File: src/rtl/seq_pkg.sv
// Shared types for the program sequencer: FSM state encoding and the
// processor word width.
package seq_pkg;

  typedef enum logic [1:0] {S_LOAD, S_IDLE, S_RUN, S_HALT} seq_state_t;

  localparam int WORD_W = 10;

endpackage

File: src/rtl/tick_gen.sv
// Reloadable down-counter: strobes for one cycle every DIV enabled cycles,
// restart reloads so the first strobe lands DIV cycles after the restart edge.
module tick_gen #(
  parameter int DIV = 25000000
) (
  input  logic clk,
  input  logic rst_n,
  input  logic enable,
  input  logic restart,
  output logic strobe
);

  localparam int CW = $clog2(DIV);
  localparam logic [CW-1:0] RELOAD = CW'(DIV - 1);

  logic [CW-1:0] cnt;

  always_ff @(posedge clk or negedge rst_n) begin
    if (!rst_n) begin
      cnt <= RELOAD;
    end else if (restart) begin
      cnt <= RELOAD;
    end else if (enable) begin
      cnt <= (cnt == '0) ? RELOAD : cnt - 1'b1;
    end
  end

  assign strobe = enable & (cnt == '0);

endmodule

File: src/rtl/program_sequencer.sv
// Program RAM, key edge detectors and LOAD/IDLE/RUN/HALT sequencer feeding the
// bus processor. Define PROGRAM_SEQUENCER_SINGLE_STEP_EN for key-driven stepping.
module program_sequencer
  import seq_pkg::*;
#(
  parameter int W        = WORD_W,
  parameter int DEPTH    = 16,
  parameter int AW       = 4,
  parameter int TICK_DIV = 25000000
) (
  input  logic          CLK50MHz,
  input  logic          RSTb,
  input  logic [W-1:0]  SW_DATA,
  input  logic          LOAD_MODE,
  input  logic          LOAD_KEY,
  input  logic          RUN_KEY,
  input  logic          EXT,
  input  logic          DONE,
  output logic [W-1:0]  DATA_OUT,
  output logic          STEP,
  output logic [AW-1:0] PC,
  output logic [AW:0]   PLEN,
  output logic          RUNNING,
  output logic          HALTED,
  output logic          FULL,
  output logic [1:0]    STATE
);

  localparam logic [AW:0] DEPTH_L = (AW + 1)'(DEPTH);

  seq_state_t    state, state_n;
  logic [W-1:0]  mem [DEPTH];
  logic [AW-1:0] pc, pc_n;
  logic [AW:0]   plen, plen_n;
  logic [AW:0]   pc_inc;
  logic          load_q, run_q;
  logic          load_edge, run_edge;
  logic          tick, tick_en, restart, step, wr_en;

  assign load_edge = LOAD_KEY & ~load_q;
  assign run_edge  = RUN_KEY & ~run_q;
  assign pc_inc    = {1'b0, pc} + {{AW{1'b0}}, EXT};

  tick_gen #(.DIV(TICK_DIV)) u_tick (
    .clk     (CLK50MHz),
    .rst_n   (RSTb),
    .enable  (tick_en),
    .restart (restart),
    .strobe  (tick)
  );

`ifdef PROGRAM_SEQUENCER_SINGLE_STEP_EN
  // A RUN_KEY edge seen while already running steps once on the next cycle.
  logic ss_pend;

  always_ff @(posedge CLK50MHz or negedge RSTb) begin
    if (!RSTb) ss_pend <= 1'b0;
    else       ss_pend <= run_edge & (state == S_RUN) & ~LOAD_MODE;
  end

  assign tick_en = 1'b0;
  assign step    = (ss_pend | tick) & (state == S_RUN) & ~LOAD_MODE;
`else
  assign tick_en = (state == S_RUN);
  assign step    = tick & ~LOAD_MODE;
`endif

  always_ff @(posedge CLK50MHz or negedge RSTb) begin
    if (!RSTb) begin
      state  <= S_LOAD;
      pc     <= '0;
      plen   <= '0;
      load_q <= 1'b0;
      run_q  <= 1'b0;
    end else begin
      state  <= state_n;
      pc     <= pc_n;
      plen   <= plen_n;
      load_q <= LOAD_KEY;
      run_q  <= RUN_KEY;
    end
  end

  // Program contents survive reset and mode changes.
  always_ff @(posedge CLK50MHz) begin
    if (wr_en) mem[plen[AW-1:0]] <= SW_DATA;
  end

  always_comb begin
    state_n = state;
    pc_n    = pc;
    plen_n  = plen;
    wr_en   = 1'b0;
    restart = 1'b0;
    if (LOAD_MODE && (state != S_LOAD)) begin
      state_n = S_LOAD;
      pc_n    = '0;
      if ((state == S_IDLE) || (state == S_HALT)) plen_n = '0;
    end else begin
      case (state)
        S_LOAD: begin
          if (!LOAD_MODE) begin
            state_n = S_IDLE;
            pc_n    = '0;
          end else if (load_edge && (plen < DEPTH_L)) begin
            wr_en  = 1'b1;
            plen_n = plen + 1'b1;
          end
        end
        S_IDLE: begin
          if (run_edge) begin
            if (plen != '0) begin
              state_n = S_RUN;
              restart = 1'b1;
            end else begin
              state_n = S_HALT;
            end
          end
        end
        S_RUN: begin
          // Halt is judged on the post-increment PC, one bit wider so a full
          // program can end at PC == DEPTH.
          if (step) begin
            pc_n = pc_inc[AW-1:0];
            if (DONE && (pc_inc == plen)) state_n = S_HALT;
          end
        end
        S_HALT: begin
          if (run_edge) begin
            state_n = S_RUN;
            pc_n    = '0;
            restart = 1'b1;
          end
        end
        default: state_n = S_LOAD;
      endcase
    end
  end

  // Past the last word (mid-immediate) the processor is fed zeros.
  assign DATA_OUT = (((state == S_RUN) || (state == S_HALT)) && ({1'b0, pc} == plen))
                    ? '0 : mem[pc];
  assign STEP     = step;
  assign PC       = pc;
  assign PLEN     = plen;
  assign RUNNING  = (state == S_RUN);
  assign HALTED   = (state == S_HALT);
  assign FULL     = (plen == DEPTH_L);
  assign STATE    = state;

endmodule
File: config.mk
export PLATFORM = sky130hd
export DESIGN_NAME = program_sequencer
export DESIGN_NICKNAME = d
export VERILOG_FILES = /design/src/rtl/seq_pkg.sv /design/src/rtl/tick_gen.sv /design/src/rtl/program_sequencer.sv
export SDC_FILE = /design/constraint.sdc
export NUM_CORES = 1
export LEC_CHECK = 0
export CAP_MARGIN = 20
export CORE_ASPECT_RATIO = 1.25
export CORE_MARGIN = 2
export CORE_UTILIZATION = 64
export DETAILED_ROUTE_END_ITERATION = 10
export PLACE_DENSITY = 0.84
export REMOVE_ABC_BUFFERS = 1
export SETUP_SLACK_MARGIN = 0.2
export SKIP_CTS_REPAIR_TIMING = 1
export SYNTH_ARGS = -nofsm -noshare
export SYNTH_HDL_FRONTEND = slang
export SYNTH_SLANG_ARGS = --single-unit
File: constraint.sdc
create_clock -name CLK50MHz -period 5.9 [get_ports CLK50MHz]
set_input_delay 1.18 -clock CLK50MHz [delete_from_list [all_inputs] [get_ports CLK50MHz]]
set_output_delay 1.18 -clock CLK50MHz [all_outputs]
set_load 0.02 [all_outputs]
# Word level (Yosys, flattened, before mapping)
# Memory sizes are Yosys's and may differ from the RTL's.
# Index checks and enable logic that the tools add are counted.
[classes]
mul = 0
mux = 33
shifts = 0
add_sub_neg = 3
bitwise_logic = 7
div_mod_pow = 0
magnitude_cmp = 1
eq_ne = 12
reduce_logical = 18
[op_table]
columns = ["op", "n"]
rows = [
  ["$mux 25", 3],
  ["$logic_not 25->1", 1],
  ["$mux 5", 5],
  ["$sub 25x1->25 const B", 1],
  ["$mux 4", 4],
  ["$mux 2", 6],
  ["$ne 3x3->1 const B", 4],
  ["$pmux 4 s3", 1],
  ["$mux 1", 11],
  ["$mux 10", 1],
  ["$reduce_bool 2->1", 5],
  ["$pmux 2 s4", 1],
  ["$reduce_and 4->1", 2],
  ["$add 4x1->5", 1],
  ["$add 5x1->5 const B", 1],
  ["$eq 4x5->1", 1],
  ["$eq 5x5->1", 1],
  ["$eq 5x5->1 const B", 1],
  ["$lt 5x5->1 const B", 1],
  ["$reduce_and 5->1", 1],
  ["$reduce_bool 5->1", 1],
  ["$and 1x1->1", 4],
  ["$eq 2x2->1 const B", 2],
  ["$logic_and 1x1->1", 4],
  ["other kinds (8)", 11],
]
[word_totals]
memories = 1
register_bits = 38
inputBits = 17
ram_bits = 160
rom_bits = 0
latch_bits = 0
[memory_table]
columns = ["memory", "words", "word_bits", "read_ports", "rd_clocked_by_memory_dff", "write_ports", "line", "text"]
rows = [
  ["mem", 16, 10, 1, 0, 1, "program_sequencer.sv:32", "logic [W-1:0] mem [DEPTH];"],
]

# Logic depth before layout (Yosys ltp)
# Gate-level depths: netlist of the first run.
[logic_depth]
depth_word = 9
depth_mapped = 8
mapped_depth_nobuf = 7

# By module
# A second synthesis of the first run with hierarchy kept.
[unflattened]
cells_unflattened = 519
area_unflattened_um2 = 8536.9
[by_module_without_submodules]
columns = ["module", "cells_per_inst", "instances", "area_per_inst_um2"]
rows = [
  ["program_sequencer", 365, 1, 7014.2],
  ["tick_gen", 154, 1, 1522.7],
]

# Least setup slack after synthesis of the first run
# Ideal clock, no wire load.
[synth_timing]
path_type = "reg-to-output"
from = "register pc[0], in the netlist PC[0]"
to = "output DATA_OUT[0]"
t_arrival_ns = 2.373
setup_slack_ns = 2.347
stages_incl_launch_ff = 8
required_ns = 4.720
path_cell_list = "dfrtp_1 > buf_2 > buf_2 > buf_2 > xnor2_1 > nand4_1 > nor3_1 > a211oi_1"
[synth_between]
elab_chain_cells = 3
elab_cells_between_ends = 4
[synth_lines]
columns = ["item", "line", "text"]
rows = [
  ["from (decl)", "program_sequencer.sv:33", "logic [AW-1:0] pc, pc_n;"],
  ["from (signal assigned)", "program_sequencer.sv:77", "pc <= pc_n;"],
  ["branches (longest 2 deep; another with $mem_v2 16x10)", "--", ""],
  ["$mux 10 *", "program_sequencer.sv:142", "? '0 : mem[pc];"],
  ["to (decl)", "program_sequencer.sv:19", "output logic [W-1:0] DATA_OUT,"],
]
# Every way passes the cells marked *.

# Worst setup path in the final report of the first run
[layout_timing]
from = "register pc[0], in the netlist PC[0]"
to = "output DATA_OUT[7]"
# Same word-level chain as after synthesis.

==> key figures, run 1 <==
Routing
  – Met3 WL post-DR: 1070 um
  – DRT antenna net count: 0
  – Metal2 WL: 9740 um
  – Vias/cell: 6.60
  – DRC viols: 0
  – DRT Pass-1 Iters: 5
  – WL final: 18,000 um
  – Top metal layer carrying routed signals: met4
  – Initial drt markers: 526
  – Via count: 5,011
  – WL/cell: 23.6 um
  – DRT met1 WL: 6720 um

Die
  – Row count: 47
  – Starting Density: 0.647
  – Die area: 14,200 um^2
  – Ports: 42
  – Die Y: 133 um
  – Width of the die: 107 um
  – Core Region: 13,100 um^2

Yosys
  – Yosys warning total: 0
  – Sequential cell area fraction in the yosys report: 0.681
  – Yosys reg bits: 198
  – Share of flip-flops with an asynchronous set or reset: 0.192
  – Synth area leaders: edfxtp_1 (57%), mux4_2 (11%), dfrtp_1 (6.2%)
  – Top FF cell, synth: edfxtp_1
  – Mapped cell area: 8480 um^2
  – Distinct cell type count after synthesis: 57
  – Top cell type's share of synthesized area: 0.567
  – Synth Instances: 521
  – Mean Syn Cell Area: 16.3 um^2
  – Post-synth EDFFs: 160
  – Post-synth top area cell: edfxtp_1

Placement
  – Placed Area: 9170 um^2
  – Placer Congestion: 0.843
  – # port buffers: 41
  – Cells after DPL: 727
  – Hpwl dp: 10,700 um

Clocking
  – CTS sink count: 198
  – Reg clk slew, reported paths: 0.07 ns
  – Worst-Skew Late Latency: 0.44 ns
  – Num CTS Buffers: 17
  – Root Buffer: clkbuf_16
  – TritonCTS clock tree: done
  – # H-tree levels: 4
  – Clk buf depth: 2

Power and ir drop
  – Sw Share: 0.253
  – Internal power: 2.36 mW
  – Leakage Power: 3.14 nW
  – Sw power: 0.800 mW
  – Peak VDD IR: 0.213 mV
  – Clk pwr share: 0.353
  – Power share of the sequential group: 0.547
  – Power Density: 324 nW/um^2
  – Combinational share of power: 0.100

Min path
  – Hold Crit Class: flip-flop to flip-flop
  – Min-delay src: u_tick.cnt[14]
  – Hold path cells: 2
  – Hold endpoint: u_tick.cnt[14]

Setup path
  – Origin of the critical flop-to-flop path: STATE[0]
  – CP Class: flip-flop to primary output
  – R2R Path End: u_tick.cnt[22]
  – Crit path buffers/inverters: 2
  – Largest delay share family, worst path: buffers and inverters
  – Worst setup EP type: primary output
  – Reg2Reg Depth: 5
  – CP max stage cell: dfrtp_2
  – CP startpoint kind: flip-flop
  – Crit-path cells: buf_12 > mux4_2 > nor2b_1 > a211oi_1 > a211oi_1 > clkdlybuf4s50_1
  – Critical path required time: 4.72 ns
  – CP peak stage delay: 0.69 ns
  – Worst R2R Setup Slack: 3.01 ns
  – CP dominant cell by count: a211oi_1
  – Arrival time of the worst setup path: 3.20 ns
  – Maximum fanout along the worst path: 31

Cells and area
  – Final Util: 0.743
  – Area grow syn2layout: 14.9%
  – Layout cell share with drive strength beyond 1: 0.204
  – Nets@finish: 600
  – Commonest non-fill, non-tap cell in the layout: edfxtp_1
  – Most frequent cells in the layout: edfxtp_1 (160), mux4_2 (40), clkdlybuf4s50_1 (40)
  – Finished Cell Area: 9750 um^2
  – Antenna diode count: 0
  – Non-Filler Instances: 759

Run
  – Max Cap Viol: 0

Timing
  – Final period utilization: 0.742
  – Final Max Tran Viols: 0
  – Hold Violations, Final: 0
  – Worst slew pin tran: 1.12 ns
  – Fmax achieved: 228 MHz
  – Skew final: 0.0141 ns
  – Post-layout min period: 4.38 ns
  – Unrepaired setup endpoints after global routing: no
  – Relative slew slack: 0.254
  – Setup TNS: 0 ns
  – Final setup vio count: 0

Global routing
  – Vias in the first global route: 5,184
  – Largest net degree at the start of global routing: 47
  – All-Layer GR Usage: 0.271
  – Antenna violations before repair: 0
  – First-pass GRT wire length: 28,100 um
  – Overflow left after global routing: 0

Status
  – Status: finished clean
==> layout make-up <==
cell class,instances,area (um^2)
clock buffers,17,425
clock inverters,15,149
fillers,756,3370
inverters,7,26.3
multi-input cells,288,2570
flip-flops and latches,198,5780
well taps,171,214
repair buffers,63,583
==> kinds of logic (layout without fill, tap and decap cells) <==
kind of cell / after synthesis / after routing / synth area share
buffers and inverters: 35 / 102 / 0.0164
AOI/OAI and AO/OA: 78 / 78 / 0.0645
adders and majority gates: 8 / 8 / 0.0118
xor gates and xnor gates: 20 / 20 / 0.0207
muxes: 52 / 52 / 0.120
DFF: 198 / 198 / 0.681
and+or+nand+nor: 130 / 130 / 0.0850
==> power groups by stage <==
stage                     combinational, mW  clock (mW)  sequential (mW)
after floorplan                       0.186           0             1.74
final                                 0.314        1.12             1.73
after global routing                  0.343        1.18             1.74
after global placement                0.295           0             1.74
after CTS                             0.316        1.12             1.72
after detailed placement              0.312           0             1.75
==> flip-flops by register name, indices dropped and copies added, names as in the netlist <==
register,cells
load_q,1
PLEN,5
mem,160
run_q,1
u_tick.cnt,25
PC,4
STATE,2
==> worst min-delay path: stages (launching register included) <==
cell and delay (ns):
dfstp_2 0.38, o31ai_1 0.06, nand3_1 0.08
==> cells in the mapped netlist, types with 3 or more instances <==
cell,n
nand3_1,13
nand2_1,14
nor2_1,35
dfstp_2,17
nand4_1,5
or4_1,6
clkbuf_1,17
dfrtp_1,21
a21oi_1,9
o21ai_0,16
ha_1,8
nor2b_1,12
inv_1,6
nand2b_1,6
o211ai_1,5
buf_1,5
xor2_1,8
mux4_2,40
and3_1,4
xnor2_1,12
o31ai_1,4
nand3b_1,3
mux2i_1,12
nor3_1,12
a211oi_1,20
buf_2,6
a21o_1,4
edfxtp_1,160
or3_1,6
==> per-stage QoR <==
| stage | worst slack [ns] | hold WS (ns) | power, mW |
|---|---|---|---|
| after detailed placement | 1.74 | 0.515 | 2.07 |
| final | 1.52 | 0.522 | 3.16 |
| after global routing | 1.36 | 0.543 | 3.26 |
| after global placement | 1.77 | 0.492 | 2.04 |
| after floorplan | 1.59 | 0.480 | 1.92 |
| after CTS | 1.49 | 0.526 | 3.16 |
==> layer usage <==
metal,vias to the layer above,track usage
li1,2179,-
met1,2597,0.339
met2,201,0.472
met3,34,0.0562
met4,0,0.0931
met5,-,0
==> worst max path at each step <==
stage	from	to	slack, ns	depth (start not counted)
finish	PC[0]	DATA_OUT[7]	1.52	6
global route	PC[0]	DATA_OUT[7]	1.36	6
CTS	PC[0]	DATA_OUT[7]	1.49	6
detailed placement	LOAD_MODE	STEP	1.74	4
global placement	LOAD_MODE	STEP	1.77	4
floorplan	PC[0]	DATA_OUT[0]	1.59	4
Note: power is estimated with default switching activity, not from simulation.
==> inputs of run 2 (changes only) <==
--- a/config.mk
+++ b/config.mk
@@ -8,9 +8,9 @@
 export CAP_MARGIN = 20
 export CORE_ASPECT_RATIO = 1.25
 export CORE_MARGIN = 2
-export CORE_UTILIZATION = 64
+export CORE_UTILIZATION = 60
 export DETAILED_ROUTE_END_ITERATION = 10
-export PLACE_DENSITY = 0.84
+export PLACE_DENSITY = 0.8
 export REMOVE_ABC_BUFFERS = 1
 export SETUP_SLACK_MARGIN = 0.2
 export SKIP_CTS_REPAIR_TIMING = 1
==> constraint.sdc (replaced) <==
create_clock -name CLK50MHz -period 4.4 [get_ports CLK50MHz]
set_input_delay 0.88 -clock CLK50MHz [delete_from_list [all_inputs] [get_ports CLK50MHz]]
set_output_delay 0.88 -clock CLK50MHz [all_outputs]
set_load 0.02 [all_outputs]
==> run 2 against run 1 <==
Register-to-register slack lost 1.3 ns. Critical path depth is the same. Largest cell class unchanged. Critical endpoint is now DATA_OUT[6]. Power grew 33%. First-iteration DRC count shrank 5.3%. Die area grew 6.4%. Global-route usage shrank 0.88 points. Utilization shrank 3.6 points.
==> key figures, run 2 (synthesis gave the netlist of run 1 again) <==
Setup path
  – Maximum fanout along the worst path: 13
  – Critical path required time: 3.52 ns
  – Worst R2R Setup Slack: 1.68 ns
  – Reg2Reg Depth: 7
  – CP max stage cell: mux4_2
  – CP startpoint kind: flip-flop
  – Crit-path cells: buf_4 > mux4_2 > nor2b_1 > a211oi_1 > a211oi_1 > clkdlybuf4s50_1
  – Worst setup EP type: primary output
  – Arrival time of the worst setup path: 3.04 ns
  – CP Class: flip-flop to primary output
  – CP peak stage delay: 0.58 ns
  – R2R Path End: u_tick.cnt[18]
  – CP dominant cell by count: a211oi_1
  – Origin of the critical flop-to-flop path: u_tick.cnt[0]

Timing
  – Post-layout min period: 3.92 ns
  – Unrepaired setup endpoints after global routing: no
  – Final period utilization: 0.891
  – Final Max Tran Viols: 0
  – Fmax achieved: 255 MHz
  – Setup TNS: 0 ns
  – Final setup vio count: 0
  – Hold Violations, Final: 0
  – Relative slew slack: 0.429
  – Worst slew pin tran: 0.857 ns
  – Skew final: 0.00791 ns

Clocking
  – # H-tree levels: 4
  – Clk buf depth: 2
  – Worst-Skew Late Latency: 0.43 ns
  – Reg clk slew, reported paths: 0.07 ns
  – Root Buffer: clkbuf_16
  – TritonCTS clock tree: done
  – Num CTS Buffers: 17
  – CTS sink count: 198

Die
  – Core Region: 13,800 um^2
  – Starting Density: 0.614
  – Width of the die: 110 um
  – Row count: 48
  – Die area: 15,100 um^2
  – Ports: 42
  – Die Y: 137 um

Routing
  – Initial drt markers: 498
  – Vias/cell: 6.48
  – Via count: 4,986
  – DRC viols: 0
  – WL/cell: 23.7 um
  – WL final: 18,200 um
  – DRT antenna net count: 0
  – DRT Pass-1 Iters: 5

Placement
  – Placer Congestion: 0.827
  – Cells after DPL: 738
  – Hpwl dp: 11,200 um
  – # port buffers: 41

Global routing
  – Overflow left after global routing: 0
  – Vias in the first global route: 5,034
  – First-pass GRT wire length: 28,300 um
  – All-Layer GR Usage: 0.262
  – Largest net degree at the start of global routing: 39
  – Antenna violations before repair: 0

Power and ir drop
  – Leakage Power: 3.16 nW
  – Power share of the sequential group: 0.550
  – Combinational share of power: 0.099
  – Sw Share: 0.250
  – Sw power: 1.05 mW
  – Power Density: 431 nW/um^2
  – Clk pwr share: 0.351
  – Peak VDD IR: 0.372 mV
  – Internal power: 3.16 mW

Cells and area
  – Antenna diode count: 0
  – Layout cell share with drive strength beyond 1: 0.210
  – Non-Filler Instances: 769
  – Commonest non-fill, non-tap cell in the layout: edfxtp_1
  – Most frequent cells in the layout: edfxtp_1 (160), mux4_2 (40), clkdlybuf4s50_1 (40)
  – Max reg flops: 160
  – Area grow syn2layout: 15.2%
  – Nets@finish: 607

Min path
  – Min-delay src: u_tick.cnt[22]
  – Hold path cells: 1
  – Hold Crit Class: flip-flop to flip-flop
  – Hold endpoint: u_tick.cnt[22]

Status
  – Status: finished clean

Run
  – Max Cap Viol: 0
run 2: changes by cell type in the layout (fill, tap and decap cells not counted), moves of 2 or more:
cell,change
buf_4,+8
inv_8,+3
clkinv_4,-2
clkinv_8,-2
clkinvlp_4,+2
inv_6,-2
run 2: how the worst max path moves through the flow:
stage                          from  cells past startpoint     endpoint
final                         PC[0]                      6  DATA_OUT[6]
after global routing          PC[0]                      6  DATA_OUT[6]
after CTS                     PC[0]                      6  DATA_OUT[6]
after detailed placement      PC[0]                      6  DATA_OUT[6]
after global placement    LOAD_MODE                      5         STEP
after floorplan               PC[0]                      4  DATA_OUT[0]
run 2: stage by stage:
stage	utilization	worst slack [ns]	area (um^2)	power [mW]	hold WS, ns
2_1_floorplan	-	0.393	8370	2.58	0.480
4_1_cts	0.707	0.429	9770	4.23	0.524
3_5_place_dp	0.667	0.993	9220	2.77	0.513
6_report	0.707	0.478	9770	4.21	0.523
3_3_place_gp	0.667	1.01	9220	2.74	0.493
5_1_grt	0.707	0.316	9770	4.36	0.543
run 2: power by group through the flow:
stage	combinational, mW	clock [mW]	sequential (mW)
2_1_floorplan	0.249	0	2.33
3_3_place_gp	0.401	0	2.34
3_5_place_dp	0.420	0	2.35
4_1_cts	0.422	1.50	2.31
5_1_grt	0.465	1.57	2.33
6_report	0.419	1.48	2.31
run 2: area by class of cell:
type	count	area (um^2)
flip-flops and latches	198	5780
fillers	847	4040
multi-input cells	288	2570
repair buffers	70	623
clock buffers	18	429
well taps	175	219
clock inverters	13	125
inverters	7	26.3
run 2: worst max-delay path: cells and delay by family, from the launching register on:
family                 cells  cell delay [ns]
AND/OR/NAND/NOR            1             0.16
AO/OA/AOI/OAI              2             0.36
flip-flops                 1             0.57
buffers and inverters      2             0.94
multiplexers               1             0.58
run 2: per-layer routing:
metal | part of all wire | wire length (um) | global-route usage
met1 | 0.39 | 7010 | 0.328
met2 | 0.54 | 9750 | 0.451
met3 | 0.045 | 821 | 0.0514
met4 | 0.034 | 611 | 0.100
met5 | 0 | 0 | 0
